--- config.mk ---
export PLATFORM = sky130hd
export DESIGN_NAME = hdmi_period_scheduler
export DESIGN_NICKNAME = d
export VERILOG_FILES = /design/src/rtl/hdmi_sched_pkg.sv /design/src/rtl/hdmi_island_fsm.sv /design/src/rtl/hdmi_period_scheduler.sv
export SDC_FILE = /design/constraint.sdc
export NUM_CORES = 1
export LEC_CHECK = 0
export ABC_AREA = 1
export BUFFER_PORTS_ARGS = -buffer_cell sky130_fd_sc_hd__buf_2
export CORE_UTILIZATION = 29
export DETAILED_ROUTE_END_ITERATION = 10
export GPL_TIMING_DRIVEN = 0
export PLACE_DENSITY = 0.71
export SLEW_MARGIN = 10
export SYNTH_ARGS = -nofsm -noshare
export SYNTH_HDL_FRONTEND = slang
export SYNTH_SLANG_ARGS = --single-unit
--- constraint.sdc ---
create_clock -name clk_pixel -period 0.8 [get_ports clk_pixel]
set_input_delay 0.04 -clock clk_pixel [delete_from_list [all_inputs] [get_ports clk_pixel]]
set_output_delay 0.04 -clock clk_pixel [all_outputs]
set_load 0.005 [all_outputs]
--- src/rtl/hdmi_sched_pkg.sv ---
// Shared types and constants for the HDMI period scheduler.
// Island logic is built only when HDMI_DATA_ISLAND_EN is defined.
package hdmi_sched_pkg;

  typedef enum logic [2:0] {
    CTRL   = 3'd0,
    VIDEO  = 3'd1,
    VGUARD = 3'd2,
    ISLAND = 3'd3,
    IGUARD = 3'd4
  } mode_t;

  typedef enum logic [2:0] {
    IDLE,
    ISL_PRE,
    ISL_LGUARD,
    ISL_DATA,
    ISL_TGUARD
  } isl_state_t;

  localparam int PREAMBLE_LEN = 8;
  localparam int GUARD_LEN    = 2;
  localparam int PACKET_LEN   = 32;
  localparam int MIN_CTRL     = 4;

  // room to open an island / to append one more packet
  localparam int ISL_ROOM =
    PREAMBLE_LEN + 2 * GUARD_LEN + PACKET_LEN + MIN_CTRL;
  localparam int PKT_ROOM =
    PACKET_LEN + GUARD_LEN + MIN_CTRL;

  typedef struct packed {
    logic [1:0] c2;
    logic [1:0] c1;
  } ctl_t;

  localparam ctl_t CTL_NONE    = '{c2: 2'b00, c1: 2'b00};
  localparam ctl_t CTL_VID_PRE = '{c2: 2'b00, c1: 2'b01};
  localparam ctl_t CTL_ISL_PRE = '{c2: 2'b01, c1: 2'b01};

endpackage

--- src/rtl/hdmi_island_fsm.sv ---
// Data-island sequencer: preamble, guards, packets and the
// packet_req/packet_ack handshake. Outputs describe the pixel now on cx.
module hdmi_island_fsm
  import hdmi_sched_pkg::*;
#(
  parameter int BIT_WIDTH    = 10,
  parameter int FRAME_WIDTH  = 800,
  parameter int SCREEN_WIDTH = 640,
  parameter int MAX_PACKETS  = 18
) (
  input  logic                 clk_pixel,
  input  logic                 reset,
  input  logic [BIT_WIDTH-1:0] cx,
  input  logic                 line_blank,
  input  logic                 next_row_active,
  input  logic                 blocked,
  input  logic                 packet_req,
  output logic                 busy,
  output mode_t                isl_mode,
  output ctl_t                 isl_ctl,
  output logic                 packet_ack,
  output logic                 island_first,
  output logic [4:0]           packet_counter
);

  typedef logic [BIT_WIDTH:0] xw_t;

  localparam xw_t LIM_VID =
    xw_t'(FRAME_WIDTH - GUARD_LEN - PREAMBLE_LEN);
  localparam xw_t LIM_BLK = xw_t'(FRAME_WIDTH);
  localparam logic [BIT_WIDTH-1:0] CTRL_VID =
    BIT_WIDTH'(SCREEN_WIDTH + MIN_CTRL);
  localparam logic [BIT_WIDTH-1:0] CTRL_BLK =
    BIT_WIDTH'(MIN_CTRL);
  localparam logic [4:0] PRE_LAST = 5'(PREAMBLE_LEN - 1);
  localparam logic [4:0] GRD_LAST = 5'(GUARD_LEN - 1);
  localparam logic [4:0] PKT_LAST = 5'(PACKET_LEN - 1);
  localparam logic [4:0] PKT_MAX  = 5'(MAX_PACKETS);

  isl_state_t state_q, state_d;
  logic [4:0] cnt_q, cnt_d;
  logic [4:0] pkts_q, pkts_d;
  xw_t        cx_w, limit;
  logic       ctrl_ok, start, more;

  assign cx_w    = {1'b0, cx};
  assign limit   = next_row_active ? LIM_VID : LIM_BLK;
  assign ctrl_ok = cx >= (line_blank ? CTRL_BLK : CTRL_VID);
  assign start   = packet_req && !blocked && ctrl_ok &&
                   (cx_w + xw_t'(ISL_ROOM) <= limit);
  assign more    = packet_req && (pkts_q < PKT_MAX) &&
                   (cx_w + xw_t'(PKT_ROOM) <= limit);

  always_ff @(posedge clk_pixel or posedge reset) begin
    if (reset) begin
      state_q <= IDLE;
      cnt_q   <= '0;
      pkts_q  <= '0;
    end else begin
      state_q <= state_d;
      cnt_q   <= cnt_d;
      pkts_q  <= pkts_d;
    end
  end

  always_comb begin
    state_d = state_q;
    cnt_d   = cnt_q + 5'd1;
    pkts_d  = pkts_q;
    unique case (state_q)
      IDLE: begin
        cnt_d = '0;
        if (start) state_d = ISL_PRE;
      end
      ISL_PRE:
        if (cnt_q == PRE_LAST) begin
          cnt_d   = '0;
          state_d = packet_req ? ISL_LGUARD : IDLE;
        end
      ISL_LGUARD:
        if (cnt_q == GRD_LAST) begin
          cnt_d = '0;
          if (packet_req) begin
            state_d = ISL_DATA;
            pkts_d  = 5'd1;
          end else begin
            state_d = ISL_TGUARD;
          end
        end
      ISL_DATA:
        if (cnt_q == PKT_LAST) begin
          cnt_d = '0;
          if (more) pkts_d = pkts_q + 5'd1;
          else state_d = ISL_TGUARD;
        end
      ISL_TGUARD:
        if (cnt_q == GRD_LAST) begin
          cnt_d   = '0;
          state_d = IDLE;
        end
      default: begin
        state_d = IDLE;
        cnt_d   = '0;
      end
    endcase
  end

  always_comb begin
    busy     = 1'b1;
    isl_mode = CTRL;
    isl_ctl  = CTL_NONE;
    unique case (state_d)
      ISL_PRE:                isl_ctl  = CTL_ISL_PRE;
      ISL_LGUARD, ISL_TGUARD: isl_mode = IGUARD;
      ISL_DATA:               isl_mode = ISLAND;
      default:                busy     = 1'b0;
    endcase
  end

  assign packet_ack     = (state_d == ISL_DATA) && (cnt_d == 5'd0);
  assign island_first   = packet_ack && (pkts_d == 5'd1);
  assign packet_counter = (state_d == ISL_DATA) ? cnt_d : 5'd0;

endmodule

--- src/rtl/hdmi_period_scheduler.sv ---
// Per-pixel TMDS period selection, registered one cycle after cx/cy.
// Define HDMI_DATA_ISLAND_EN to include the data-island sequencer.
module hdmi_period_scheduler
  import hdmi_sched_pkg::*;
#(
  parameter int BIT_WIDTH     = 10,
  parameter int BIT_HEIGHT    = 10,
  parameter int FRAME_WIDTH   = 800,
  parameter int FRAME_HEIGHT  = 525,
  parameter int SCREEN_WIDTH  = 640,
  parameter int SCREEN_HEIGHT = 480,
  parameter int MAX_PACKETS   = 18
) (
  input  logic                  clk_pixel,
  input  logic                  reset,
  input  logic [BIT_WIDTH-1:0]  cx,
  input  logic [BIT_HEIGHT-1:0] cy,
  input  logic                  hsync,
  input  logic                  vsync,
  input  logic                  packet_req,
  output logic                  packet_ack,
  output logic [4:0]            packet_counter,
  output logic                  island_first,
  output logic [2:0]            mode,
  output logic [1:0]            ctrl0,
  output logic [1:0]            ctrl1,
  output logic [1:0]            ctrl2
);

  localparam logic [BIT_WIDTH-1:0] X_SW =
    BIT_WIDTH'(SCREEN_WIDTH);
  localparam logic [BIT_WIDTH-1:0] X_VGUARD =
    BIT_WIDTH'(FRAME_WIDTH - GUARD_LEN);
  localparam logic [BIT_WIDTH-1:0] X_VPRE =
    BIT_WIDTH'(FRAME_WIDTH - GUARD_LEN - PREAMBLE_LEN);
  localparam logic [BIT_HEIGHT-1:0] Y_SH =
    BIT_HEIGHT'(SCREEN_HEIGHT);
  localparam logic [BIT_HEIGHT-1:0] Y_SH_M1 =
    BIT_HEIGHT'(SCREEN_HEIGHT - 1);
  localparam logic [BIT_HEIGHT-1:0] Y_LAST =
    BIT_HEIGHT'(FRAME_HEIGHT - 1);

  logic  line_blank, next_row_active;
  logic  video, vguard, vpre;
  logic  isl_busy, isl_ack, isl_first;
  logic  [4:0] isl_cnt;
  mode_t isl_mode, mode_d;
  ctl_t  isl_ctl, ctl_d;

  // the last frame line is followed by active line 0
  assign line_blank      = cy >= Y_SH;
  assign next_row_active = (cy == Y_LAST) || (cy < Y_SH_M1);
  assign video  = !line_blank && (cx < X_SW);
  assign vguard = next_row_active && (cx >= X_VGUARD);
  assign vpre   = next_row_active && (cx >= X_VPRE) &&
                  (cx < X_VGUARD);

`ifdef HDMI_DATA_ISLAND_EN
  hdmi_island_fsm #(
    .BIT_WIDTH   (BIT_WIDTH),
    .FRAME_WIDTH (FRAME_WIDTH),
    .SCREEN_WIDTH(SCREEN_WIDTH),
    .MAX_PACKETS (MAX_PACKETS)
  ) u_island (
    .clk_pixel      (clk_pixel),
    .reset          (reset),
    .cx             (cx),
    .line_blank     (line_blank),
    .next_row_active(next_row_active),
    .blocked        (video || vguard || vpre),
    .packet_req     (packet_req),
    .busy           (isl_busy),
    .isl_mode       (isl_mode),
    .isl_ctl        (isl_ctl),
    .packet_ack     (isl_ack),
    .island_first   (isl_first),
    .packet_counter (isl_cnt)
  );
`else
  logic unused_req;
  assign unused_req = packet_req;
  assign isl_busy   = 1'b0;
  assign isl_mode   = CTRL;
  assign isl_ctl    = CTL_NONE;
  assign isl_ack    = 1'b0;
  assign isl_first  = 1'b0;
  assign isl_cnt    = 5'd0;
`endif

  always_comb begin
    mode_d = CTRL;
    ctl_d  = CTL_NONE;
    if (video) begin
      mode_d = VIDEO;
    end else if (vguard) begin
      mode_d = VGUARD;
    end else if (vpre) begin
      ctl_d = CTL_VID_PRE;
    end else if (isl_busy) begin
      mode_d = isl_mode;
      ctl_d  = isl_ctl;
    end
  end

  always_ff @(posedge clk_pixel or posedge reset) begin
    if (reset) begin
      mode           <= 3'd0;
      ctrl0          <= 2'b00;
      ctrl1          <= 2'b00;
      ctrl2          <= 2'b00;
      packet_ack     <= 1'b0;
      island_first   <= 1'b0;
      packet_counter <= 5'd0;
    end else begin
      mode           <= mode_d;
      ctrl0          <= {vsync, hsync};
      ctrl1          <= ctl_d.c1;
      ctrl2          <= ctl_d.c2;
      packet_ack     <= isl_ack;
      island_first   <= isl_first;
      packet_counter <= isl_cnt;
    end
  end

endmodule

### Word level (Yosys, flattened, before mapping)

Index checks and enable logic that the tools add are counted.

* logic and storage cells: 22
* input port bits: 25
* output and inout port bits: 16
* bits in registers: 9

* eq/ne operators: 1
* magnitude comparators: 6
* muxes and demuxes: 5
* reduce and logical (&&, ||, !) cells: 6

Operators with widths (count)
* $ge A10 B10 Y1 const B: 2
* $lt A10 B10 Y1 const B: 2
* $eq A10 B10 Y1 const B: 1
* $ge A10 B9 Y1 const B: 1
* $lt A10 B9 Y1 const B: 1
* $logic_and A1 B1 Y1: 4
* $mux W2: 2
* $mux W1: 3
* $logic_not A1 Y1: 1
* $logic_or A1 B1 Y1: 1

### Depth between registers and ports, before layout

* depth in word-level cells: 7
* gate-level depth with buffers: 8
* depth with buffers taken out: 8

### Least setup slack after synthesis

OpenSTA, ideal clock, no wires.

* kind: in2reg
* start point: in cy[9]
* end point: reg mode[1]
* path buffers: 0
* data required time: 0.681 ns
* arrival: 0.502 ns
* path slack: 0.179 ns
* stages: 8
* setup time: 0.119 ns
* path through: inv_2 nand2_1 nor2_2 nand2_1 nand3_1 nand2_1 nand2_1 nor2_1

* longest elaborated chain between the ends: 5
* elaborated cells between the ends (all ways): 9
* classes of those cells: order compare: 2; eq/ne: 1; mux: 2; reduce/logical: 4

RTL lines
* start, declared: line hdmi_period_scheduler.sv:17 `input logic [BIT_HEIGHT-1:0] cy,`
* $lt A10 B9 Y1 / $eq A10 B10 Y1 (equally long branches): line hdmi_period_scheduler.sv:52 `assign next_row_active = (cy == Y_LAST) || (cy < Y_SH_M1);`
* $logic_or A1 B1 Y1: line hdmi_period_scheduler.sv:52
* $logic_and A1 B1 Y1: line hdmi_period_scheduler.sv:54 `assign vguard = next_row_active && (cx >= X_VGUARD);`
* $mux W2: line hdmi_period_scheduler.sv:95 `end else if (vguard) begin`
* $mux W2 *: line hdmi_period_scheduler.sv:93 `if (video) begin`
* net mode_d[1]: line hdmi_period_scheduler.sv:47 `mode_t isl_mode, mode_d;`
* end signal, assigned: line hdmi_period_scheduler.sv:115 `mode <= mode_d;`
* end, declared: line hdmi_period_scheduler.sv:24 `output logic [2:0] mode,`

The timed path passes the listed nets; every way through them passes the cells marked *.

### Worst setup path after layout

* start point: reg mode[1]
* end point: out mode[1]

No word-level cell between the ends.

==> impl_results.md <==
- Status: complete, no violations
- Initial Util: 33.2%
- Final Wtd Congestion: 0.739
- Post-CTS Repair Setup Buffers: 0
- Worst-path maximum fanout: 1
- Setup-failing EPs final: 0
- CTS tree: built
- First-pass GRT wire length: 1.30 mm
- Final hold slack: 99.3 ps
- Sequential-to-total area share from yosys stat: 32.2%
- Critical path data arrival time: 710 ps
- Root Driver: clkbuf_4
- Hpwl dp: 697 um
- Grt met3 use: 1.73%
- Post-synth top area share: 32.2%
- Cells after Synth: 55
- Max-Cap Viols: 0
- PwrDens: 1160 mW/mm2
- Pre-antenna DRT Iters: 2
- CP max stage cell: dfrtp_1
- Sw Share: 24.3%
- Overall die width: 38.6 um
- Io pins: 41
- Layout cell share with drive strength beyond 1: 47.5%
- Die ar.: 0.00149 mm2
- Cell taking the most area after synthesis: dfrtp_1
- Core Rows: 12
- H-tree levels: 1
- Power Internal: 559 uW
- Max-slew violations: 0
- Leakage: 0.385 nW
- #FFs+latches synth: 5
- Vias per cell: 3.85
- Logic pwr share: 25.8%
- Fin crit share: 94.1%
- Post-layout minimum cycle time: 753 ps
- CTS max path bufs: 2
- Grt peak-use layer: met2
- Average size of a mapped cell: 7.07 um2
- Register area: 125 um2
- Final #Nets: 125
- Commonest non-fill, non-tap cells in the layout: 27 x buf_2, 11 x nand2_1, 11 x buf_4, 11 x conb_1, 9 x nor2_1
- Pin count of the biggest net entering global routing: 6
- Resize count post-CTS: 0
- Post-Syn Area: 389 um2
- PortBufs: 27
- Clk slew on worst S/H paths: 40 ps
- RSZ-0062 raised after global routing: no
- Final core occ: 54.3%
- CP required: 760 ps
- Routed wire per std cell: 6.90 um
- Clock power share: 38.1%
- Routed WL: 780 um
- Peak supply drop: 0.325 mV
- Vias: 435
- Die Ht: 38.6 um
- Setup crit start kind: flop
- Total CTS buffers: 3
- Final Hold Vio Count: 0
- Clock sinks: 5
- Buf/Inv on CP: 1
- GR Overflow Total: 0
- Crit-path cells: buf_2
- Worst path max stage delay: 360 ps
- DRT iter0 DRCs: 1
- Vias in the first global route: 372
- Core area: 0.00117 mm2
- DRC Markers: 0
- Peak Freq: 1.33 GHz
- CP Class: reg -> out
- Critical path capture point type: output port
- Top area cells in the synthesized netlist: dfrtp_1 32%, buf_4 21%, nand2_1 11%
- Syn. warnings: 0
- CP top delay family: flip-flops
- Commonest non-fill, non-tap cell in the layout: buf_2
- Met1 Use GR: 11.9%
- Grt met2 use: 24.6%
- Synth unique cells: 16
- GRT Util Overall: 12.9%
- Initial antenna violation count: 0
- Sequential share of power: 36.1%
- Layout area overhead: 63.3%
- P_sw: 180 uW
- # fillers: 127
- Post-DRT Antenna Nets: 0
- Min-Delay Path Class: in -> reg
- Area of the multi-input gates: 196 um2
- # diodes: 0
timing repair:
| item | in CTS | in global routing |
|---|---|---|
| hold buffers | 3 | 0 |
| setup endpoints to repair | 0 | 0 |
| endpoints found under the hold margin | 7 | 0 |
layer usage:
metal | up-vias | part of all wire [%]
met2 | 25 | 49
li1 | 236 | -
met1 | 174 | 38
met4 | 0 | 0
met5 | - | 0
met3 | 0 | 13
Yosys cell counts, drive strengths merged:
cell type / instances
buf: 11
nand4: 1
a211oi: 1
nor2: 11
conb: 1
o21ai: 1
a21oi: 2
nor3: 1
inv: 6
dfrtp: 5
nand3: 4
nand2: 11
stage by stage:
stage | cell area (um2) | power (mW) | setup TNS [ps] | cells | setup WS [ps]
finish | 636 | 0.738 | 0 | 113 | 47.4
detailed placement | 579 | 0.449 | -0.713 | 106 | -0.713
floorplan | 427 | 0.372 | 0 | 65 | 179
global placement | 579 | 0.445 | 0 | 106 | 16.5
CTS | 636 | 0.753 | 0 | 113 | 32.8
global route | 636 | 0.802 | 0 | 113 | 15.9
path summary, 6_finish.rpt:
kind / from / end / depth (start not counted)
worst max-delay path: mode[1] / mode[1] / 1
worst min-delay path: cy[9] / mode[0] / 4
max in group asynchronous: reset / ctrl1[0] / 3
min in group asynchronous: reset / ctrl0[0] / 3
final cells by class:
type	instances	share of cell area, %
Buffer	11	13.0
Clock buffer	4	4.13
Inverter	6	3.54
Tap cell	14	2.76
Timing Repair Buffer	30	26.0
Sequential cell	5	19.7
Multi-Input combinational cell	43	30.9
logic make-up (layout without fill, tap and decap cells):
logic type | after synthesis | after routing | synth area share [%]
simple gates | 28 | 28 | 31.8
other cells | 1 | 11 | 0.964
flops | 5 | 5 | 32.2
buf+inv | 17 | 51 | 27.0
compound gates | 4 | 4 | 8.04
sequential cells by signal, indices dropped and copies added, names as in the netlist:
register,count
mode,2
ctrl1,1
ctrl0,2
power groups by stage:
stage          registers [mW]  clock network (mW)  logic [mW]
4_1_cts                 0.267               0.296       0.190
6_report                0.267               0.281       0.190
3_5_place_dp            0.271                   0       0.179
3_3_place_gp            0.270                   0       0.175
5_1_grt                 0.267               0.318       0.217
2_1_floorplan           0.272                   0      0.0996
Power figures use the tool's default switching activity.
